$ cat config.mk
export PLATFORM = sky130hd
export DESIGN_NAME = slave_port
export DESIGN_NICKNAME = d
export VERILOG_FILES = /design/src/rtl/slave_port_pkg.sv /design/src/rtl/slave_port.sv
export SDC_FILE = /design/constraint.sdc
export NUM_CORES = 1
export LEC_CHECK = 0
export ABC_AREA = 1
export BUFFER_PORTS_ARGS = -buffer_cell sky130_fd_sc_hd__clkbuf_2
export CORE_ASPECT_RATIO = 1.5
export CORE_MARGIN = 5
export CORE_UTILIZATION = 45
export DETAILED_ROUTE_END_ITERATION = 10
export PLACE_DENSITY = 0.68
export SYNTH_ARGS = -nofsm -noshare
export SYNTH_HDL_FRONTEND = slang
export SYNTH_SLANG_ARGS = --single-unit
$ cat constraint.sdc
create_clock -name clk -period 5.06 [get_ports clk]
set_input_delay 0.253 -clock clk [delete_from_list [all_inputs] [get_ports clk]]
set_output_delay 0.253 -clock clk [all_outputs]
set_load 0.01 [all_outputs]
$ cat src/rtl/slave_port_pkg.sv
// slave_port_pkg: FSM state encoding and default widths shared by the ADS serial slave port
package slave_port_pkg;
  localparam int DEF_ADDR_WIDTH = 12;
  localparam int DEF_DATA_WIDTH = 8;
  typedef enum logic [2:0] {IDLE, ADDR, WDATA, MEMW, MEMR, SPLIT, GRANT, RDATA} state_t;
endpackage

$ cat src/rtl/slave_port.sv
// slave_port: ADS serial slave; swdata/smode/mvalid in LSB-first -> smemaddr/smemwdata/smemwen/smemren to memory, smemrdata/smemrvalid -> srdata/svalid out, ssplit/split_grant split handshake, sready idle
module slave_port
  import slave_port_pkg::*;
#(
  parameter int ADDR_WIDTH = DEF_ADDR_WIDTH,
  parameter int DATA_WIDTH = DEF_DATA_WIDTH,
  parameter int SPLIT_EN = 0
) (
  input  logic                  clk,
  input  logic                  rstn,
  input  logic                  swdata,
  input  logic                  smode,
  input  logic                  mvalid,
  output logic                  srdata,
  output logic                  svalid,
  output logic                  sready,
  output logic                  ssplit,
  input  logic                  split_grant,
  output logic [ADDR_WIDTH-1:0] smemaddr,
  output logic [DATA_WIDTH-1:0] smemwdata,
  output logic                  smemwen,
  output logic                  smemren,
  input  logic [DATA_WIDTH-1:0] smemrdata,
  input  logic                  smemrvalid
);
  localparam int CW = $clog2(ADDR_WIDTH > DATA_WIDTH ? ADDR_WIDTH : DATA_WIDTH);
  state_t state, nxt;
  logic [CW-1:0] cnt;
  logic mode, alast, dlast, step;
  logic [ADDR_WIDTH-1:0] ash;
  logic [DATA_WIDTH-1:0] wsh, rdata;
  assign sready = state == IDLE;
  assign alast = cnt == CW'(ADDR_WIDTH - 1);
  assign dlast = cnt == CW'(DATA_WIDTH - 1);
  assign step = (mvalid && state inside {IDLE, ADDR, WDATA}) || nxt == RDATA;
  always_comb begin
    nxt = state;
    case (state)
      IDLE:    nxt = mvalid ? ADDR : IDLE;
      ADDR:    nxt = mvalid && alast ? (mode ? WDATA : MEMR) : ADDR;
      WDATA:   nxt = mvalid && dlast ? MEMW : WDATA;
      MEMW:    nxt = IDLE;
      MEMR:    nxt = SPLIT_EN != 0 ? SPLIT : smemrvalid ? RDATA : MEMR;
      SPLIT:   nxt = smemrvalid ? GRANT : SPLIT;
      GRANT:   nxt = split_grant ? RDATA : GRANT;
      RDATA:   nxt = cnt == '0 ? IDLE : RDATA;
      default: nxt = IDLE;
    endcase
  end
  always_ff @(posedge clk or negedge rstn) begin
    if (!rstn) state <= IDLE;
    else state <= nxt;
  end
  always_ff @(posedge clk or negedge rstn) begin
    if (!rstn) begin
      cnt       <= '0;
      mode      <= 1'b0;
      ash       <= '0;
      wsh       <= '0;
      rdata     <= '0;
      smemaddr  <= '0;
      smemwdata <= '0;
      smemwen   <= 1'b0;
      smemren   <= 1'b0;
      ssplit    <= 1'b0;
      svalid    <= 1'b0;
      srdata    <= 1'b0;
    end else begin
      smemwen <= state == WDATA && nxt == MEMW;
      smemren <= state == ADDR && nxt == MEMR;
      ssplit  <= nxt == SPLIT;
      svalid  <= nxt == RDATA;
      srdata  <= nxt != RDATA ? 1'b0 : state == MEMR ? smemrdata[0] : rdata[0];
      if (step) cnt <= (state inside {ADDR, WDATA} && nxt != state) || (state == RDATA && dlast) ? '0 : cnt + 1'b1;
      if (state == IDLE && mvalid) mode <= smode;
      if (state inside {IDLE, ADDR} && mvalid) ash <= {swdata, ash[ADDR_WIDTH-1:1]};
      if (state == ADDR && nxt != ADDR) smemaddr <= {swdata, ash[ADDR_WIDTH-1:1]};
      if (state == WDATA && mvalid) wsh <= {swdata, wsh[DATA_WIDTH-1:1]};
      if (state == WDATA && nxt == MEMW) smemwdata <= {swdata, wsh[DATA_WIDTH-1:1]};
      if (smemrvalid && state inside {MEMR, SPLIT}) rdata <= nxt == RDATA ? smemrdata >> 1 : smemrdata;
      else if (nxt == RDATA) rdata <= rdata >> 1;
    end
  end
endmodule

==> results of run 1 <==
## power by group through the flow
stage	registers (uW)	clock network, uW	logic, uW
6_report	707	456	560
5_1_grt	730	486	640
2_1_floorplan	689	0	455
3_3_place_gp	710	0	548
4_1_cts	708	466	570
3_5_place_dp	714	0	565
## placed cells by master, fill, tap and decap left out
cell type	synthesis	routed
clkbuf_2	0	40
bufinv_16	0	1
nand4_1	13	13
clkbuf_1	5	1
mux2_2	2	2
nand2_2	5	5
nor2_1	7	7
clkinvlp_4	0	2
o21ai_1	7	7
nand3_4	4	4
a21oi_1	5	5
nand2_8	2	2
inv_1	37	37
buf_4	1	1
nand3_1	15	15
nand3b_1	1	1
nand2_4	1	1
clkbuf_8	0	12
xor2_1	2	2
nor2_4	4	4
ha_1	2	2
o21ai_0	37	37
o21ai_2	1	1
nand3_2	2	2
dfrtp_1	59	59
inv_2	4	4
a21oi_2	7	7
clkinv_2	1	1
nor2_2	14	14
nand2_1	64	64
## layer usage
metal  vias up  part of all wire (%)  track usage [%]
li1       1072                     -                -
met1       996                    44            20.80
met2        40                    49            25.41
met3        11                   4.2            3.565
met4         0                   2.3            7.634
met5         -                     0                0
## stage by stage
step | hold slack (ps) | cells
2_1_floorplan | -42.59 | 307
3_3_place_gp | 453.5 | 411
3_5_place_dp | 449.2 | 411
4_1_cts | 86.43 | 427
5_1_grt | 116.7 | 427
6_report | 41.99 | 427
## path summary, 6_finish.rpt
| check | cells after the start | to | from | slack [ps] |
|---|---|---|---|---|
| min in group clk | 3 | wsh[7] | swdata | 170 |
| hold / removal | 2 | ssplit | rstn | 40 |
| setup / recovery | 8 | cnt[0] | state[2] | 2690 |
| setup reg to reg | 8 | cnt[0] | state[2] | 2690 |
| hold reg to reg | 1 | smemren | mode | 480 |
| max in group asynchronous | 2 | wsh[6] | rstn | 4500 |
## kinds of logic (layout without fill, tap and decap cells)
family,Yosys count,count (layout),synth area share (%)
AO/OA/AOI/OAI,57,57,11.14
XOR/XNOR,2,2,0.6190
adder cells (fa/ha/maj),2,2,0.8840
buffers and inverters,53,99,8.399
flip-flops,59,59,52.17
multiplexers,2,2,0.7957
AND/OR/NAND/NOR,132,132,25.99
## flip-flops by register name, indices dropped and copies added (netlist names)
name	flops
smemaddr	12
ash	11
rdata	8
smemwdata	8
wsh	7
cnt	4
state	3
mode	1
smemren	1
smemwen	1
srdata	1
ssplit	1
svalid	1
## layout make-up
class                      instances  area, um2
clock buffer                      13      168.9
clock inverter                     3      45.04
fill                             578       2865
inverter                          42      158.9
multi-input combinational        195       1116
sequential                        59       1476
tap                               74      92.59
timing repair buffer              41      207.7
==> results_dict.tcl, run 1 <==
set metrics [dict create \
    avgSynthCellArea_um2 9.219 \
    core_um2 6131 \
    synth.most_common_cell "nand2_1" \
    synthTopCellsByCount "64 x nand2_1, 59 x dfrtp_1, 37 x inv_1, 37 x o21ai_0, 15 x nand3_1" \
    ant_nets 0 \
    ys_seq_elements 59 \
    gp_congestion 0.8031 \
    dieWidth_um 74.75 \
    p_int_uw 1074 \
    cts_resized 0 \
    slowest_stage "nor2_1" \
    slew_headroom_pct 21.40 \
    p_switching_uw 649.4 \
    critPathKind "flop to flop" \
    finalPower_uw 1723 \
    drt-initial-drc-count 97 \
    postCtsSetupBuffers 0 \
    ys_types 29 \
    worst_pin_slew_ps 1175 \
    syn_area_um2 2830 \
    routedWlPerCell_um 13.03 \
    crit_top_cell "nor2_1" \
    final_nets 365 \
    max_freq_mhz 421.8 \
    fp-row-count 35 \
    cts-htree-levels 3 \
    yosys_warnings 0 \
    overflow 0 \
    drv_slew 0 \
    required_ps 5290 \
    start_kind "flop" \
    syn_inst 307 \
    dp_slack_ps 2662 \
    clkLatencyLatePin_ps 340 \
    endpoint_kind "flop" \
    hold_viol_final 0 \
    power_frac_comb_pct 32.5 \
    start_util_pct 46.16 \
    min_path_type "primary input to asynchronous set/reset pin" \
    synth_edf_count 0 \
    grt_max_degree 60 \
    grt.total_usage_pct 16.17 \
    path_buf_inv 2 \
    yosysSeqAreaShare_pct 52.17 \
    layout_setup_ws_ps 2689 \
    antenna_cells 0 \
    syn_nets 324 \
    grt_pass1_wl_um 9929 \
    io_buffers 40 \
    fin_util_pct 53.27 \
    dieHeight_um 107.1 \
    ir_worst_vdd_mv 0.2528 \
    post-route-drc-count 0 \
    clk_path_buf_depth 2 \
    viasPerCell 4.963 \
    p_per_area_nw_per_um2 527.6 \
    cp_max_fo 23 \
    areaGrowthSynthToFinish_pct 15.38 \
    synth_top_area_share_pct 52.17 \
    seqPwrFrac_pct 41.0 \
    finalClockSkew_ps 6.946 \
    root_buffer "clkbuf_8" \
    drive_above_1_share_pct 29.18 \
    synth.area.top_cells "dfrtp_1 52%, nand2_1 8.5%, o21ai_0 6.5%" \
    cts.clk_slew.worst_paths_ps 70 \
    min_period_over_period_pct 46.85 \
    vias 2119 \
    dr.pass1.iters 4 \
    status "finished, final reports clean" \
    ioPinCount 41 \
    crit_chain "inv_2 -> nand2_2 -> nor2_1 -> nor2_1 -> nand2_8 -> clkinv_2 -> nand2_1 -> o21ai_2" \
    cp_top_family "simple AND/OR/NAND/NOR gates" \
    switching_share_pct 37.69 \
    die-area_um2 8008 \
    clock-sinks 59 \
    max-cap-violations 0 \
    worstPathArrival_ps 2600 \
    tns_ps 0 \
    pwr-share-clk_pct 26.5 \
    rsz0062_at_grt "false" \
    ys.flop_type "dfrtp_1" \
    routed_wl_um 5562 \
    setup-violations-final 0 \
    cts_buffers 9 \
    yosys.area.top_type "dfrtp_1" \
    grt_pass1_vias 2183 \
    post-dp-hpwl_um 3901 \
    min_period_ps 2371 \
    antenna_found_initial 0 \
    p_leak_uw 0.001637 \
    synthArstFlopShare_pct 100.0 \
    cts_hold_buf 0 \
    max_stage_delay_ps 890 \
    final_area_um2 3266 \
    cts_tree "done" \
    placed_cell_area_um2 3052 \
]
No activity file was read; power rests on OpenSTA's default activity.
==> run 2, diff against run 1 <==
==> constraint.sdc (replaced) <==
create_clock -name clk -period 2.43 [get_ports clk]
set_input_delay 0.1215 -clock clk [delete_from_list [all_inputs] [get_ports clk]]
set_output_delay 0.1215 -clock clk [all_outputs]
set_load 0.01 [all_outputs]
==> run 2 against run 1 <==
  * Power rose by 100%
  * Hold slack barely moved
  * First-iteration DRC count rose by 91%
  * Combinational power rose by 110%
  * Wire length rose by 1.8%
  * Core utilization rose by 0.14 points
  * Non-clock buffer count rose by 5
  * Maximum frequency rose by 21%
  * Setup slack got worse by 2200 ps
  * Final area rose by 0.27%
  * Clock skew rose by 2.4 ps
  * Cell count rose by 0.94%
==> results_dict.tcl, run 2 (same netlist as run 1, synthesis figures left out) <==
set metrics [dict create \
    fin_util_pct 53.41 \
    placed_cell_area_um2 3082 \
    n_fill_cell 582 \
    worstPathArrival_ps 2180 \
    areaGrowthSynthToFinish_pct 15.69 \
    grt.total_usage_pct 15.94 \
    cts.clk_slew.worst_paths_ps 60 \
    required_ps 2650 \
    final_cell_mix "64 x nand2_1, 59 x dfrtp_1, 40 x clkbuf_2" \
    grt_pass1_vias 2142 \
    dr.pass1.iters 4 \
    start_kind "flop" \
    start_util_pct 46.16 \
    mostFrequentLayoutCell "nand2_1" \
    largest_register_ffs 12 \
    dp_slack_ps 471.0 \
    antenna_cells 0 \
    min_period_over_period_pct 80.58 \
    rr_startpoint "cnt[1]" \
    grt_pass1_wl_um 9818 \
    final_area_um2 3274 \
    reg2reg_to "cnt[0]" \
    max-cap-violations 0 \
    routedWlPerCell_um 13.13 \
    grt_max_degree 26 \
    p_switching_uw 1343 \
    post-dp-hpwl_um 4153 \
    drive_above_1_share_pct 29.69 \
    cts_tree "done" \
    tns_ps 0 \
    vias 2197 \
    gp_congestion 0.8672 \
    p_int_uw 2156 \
    die-area_um2 8008 \
    power_frac_comb_pct 33.7 \
    hold_path_depth 3 \
    top_register "smemaddr" \
    finalClockSkew_ps 9.299 \
    routed_wl_um 5660 \
    reg2reg_depth 10 \
    antenna_found_initial 0 \
    r2r_setup_slack_ps 470 \
    root_buffer "clkbuf_8" \
    drt-initial-drc-count 185 \
    cts-htree-levels 3 \
    ant_nets 0 \
    cp_max_fo 20 \
    p_leak_uw 0.001645 \
    setup-violations-final 0 \
    worst_pin_slew_ps 631.1 \
    hp-start "swdata" \
    min_to "ash[11]" \
    slew_headroom_pct 57.93 \
    min_path_type "primary input to flop" \
    drv_slew 0 \
    endpoint_kind "flop" \
    dieHeight_um 107.1 \
    viasPerCell 5.097 \
    status "finished, final reports clean" \
    io_buffers 40 \
    switching_share_pct 38.38 \
    core_um2 6131 \
    rsz0062_at_grt "false" \
    max_freq_mhz 510.7 \
    clock-sinks 59 \
    overflow 0 \
    seqPwrFrac_pct 42.1 \
    min_period_ps 1958 \
    cts_resized 0 \
    final_nets 370 \
    ioPinCount 41 \
    clk_path_buf_depth 2 \
    p_per_area_nw_per_um2 1069 \
    cts_buffers 9 \
    pwr-share-clk_pct 24.2 \
    reg_top3 "smemaddr: 12 flops, ash: 11 flops" \
    ir_worst_vdd_mv 0.5114 \
    hold_viol_final 0 \
    clkLatencyLatePin_ps 330 \
    post-route-drc-count 0 \
    dieWidth_um 74.75 \
    fp-row-count 35 \
    layout_setup_ws_ps 472.0 \
    critPathKind "flop to flop" \
]
==> run 2: worst max path at each step <==
stage | start | endpoint | slack, ps | cells past startpoint
6_report | cnt[1] | cnt[0] | 470 | 10
5_1_grt | cnt[0] | cnt[0] | 270 | 10
4_1_cts | cnt[1] | cnt[2] | 470 | 10
3_5_place_dp | cnt[1] | cnt[2] | 470 | 10
3_3_place_gp | cnt[0] | rdata[4] | 490 | 9
2_1_floorplan | cnt[0] | rdata[0] | 710 | 11
==> run 2: layout make-up <==
| class | count | area, um2 | area share [%] |
|---|---|---|---|
| Clock buffer | 10 | 127.6 | 3.898 |
| Clock inverter | 5 | 55.05 | 1.681 |
| Inverter | 42 | 158.9 | 4.853 |
| Timing Repair Buffer | 46 | 247.7 | 7.566 |
| Multi-Input combinational cell | 195 | 1116 | 34.08 |
| Tap cell | 74 | 92.59 | 2.828 |
| Sequential cell | 59 | 1476 | 45.09 |
==> run 2: per-layer routing <==
layer / vias to the layer above / global-route usage (%) / share of wire [%]
li1: 1080 / - / -
met1: 1038 / 20.60 / 44
met2: 70 / 24.72 / 48
met3: 9 / 4.315 / 6.1
met4: 0 / 6.870 / 1.8
met5: - / 0 / 0
==> run 2: power groups by stage <==
| stage | sequential (uW) | combinational, uW | clock [uW] |
|---|---|---|---|
| after floorplan | 1440 | 946 | 0 |
| after CTS | 1470 | 1190 | 871 |
| after global routing | 1510 | 1340 | 922 |
| final | 1470 | 1180 | 848 |
| after detailed placement | 1490 | 1180 | 0 |
| after global placement | 1480 | 1150 | 0 |
==> run 2: critical path, cell delays in order, from the launching register on <==
cell and delay [ps]:
dfrtp_1 390, ha_1 260, nand2_1 110, nor2_4 150, nand3b_1 140, nand3_4 160
nand3_4 280, nand2_8 170, clkinv_2 70, nand2_1 70, o21ai_2 50
==> run 2: what timing repair did <==
action / 4_1_cts / 5_1_grt
hold buffers: 1 / 0
hold endpoints to repair: 23 / 0
setup buffers: 0 / 0
==> run 2: per-stage QoR <==
step / std cells / power, uW / hold WS [ps]
floorplan: 307 / 2382 / -174.1
global placement: 415 / 2629 / 167.9
detailed placement: 415 / 2671 / 178.1
CTS: 431 / 3537 / 22.52
global route: 431 / 3774 / 39.52
finish: 431 / 3499 / 41.58
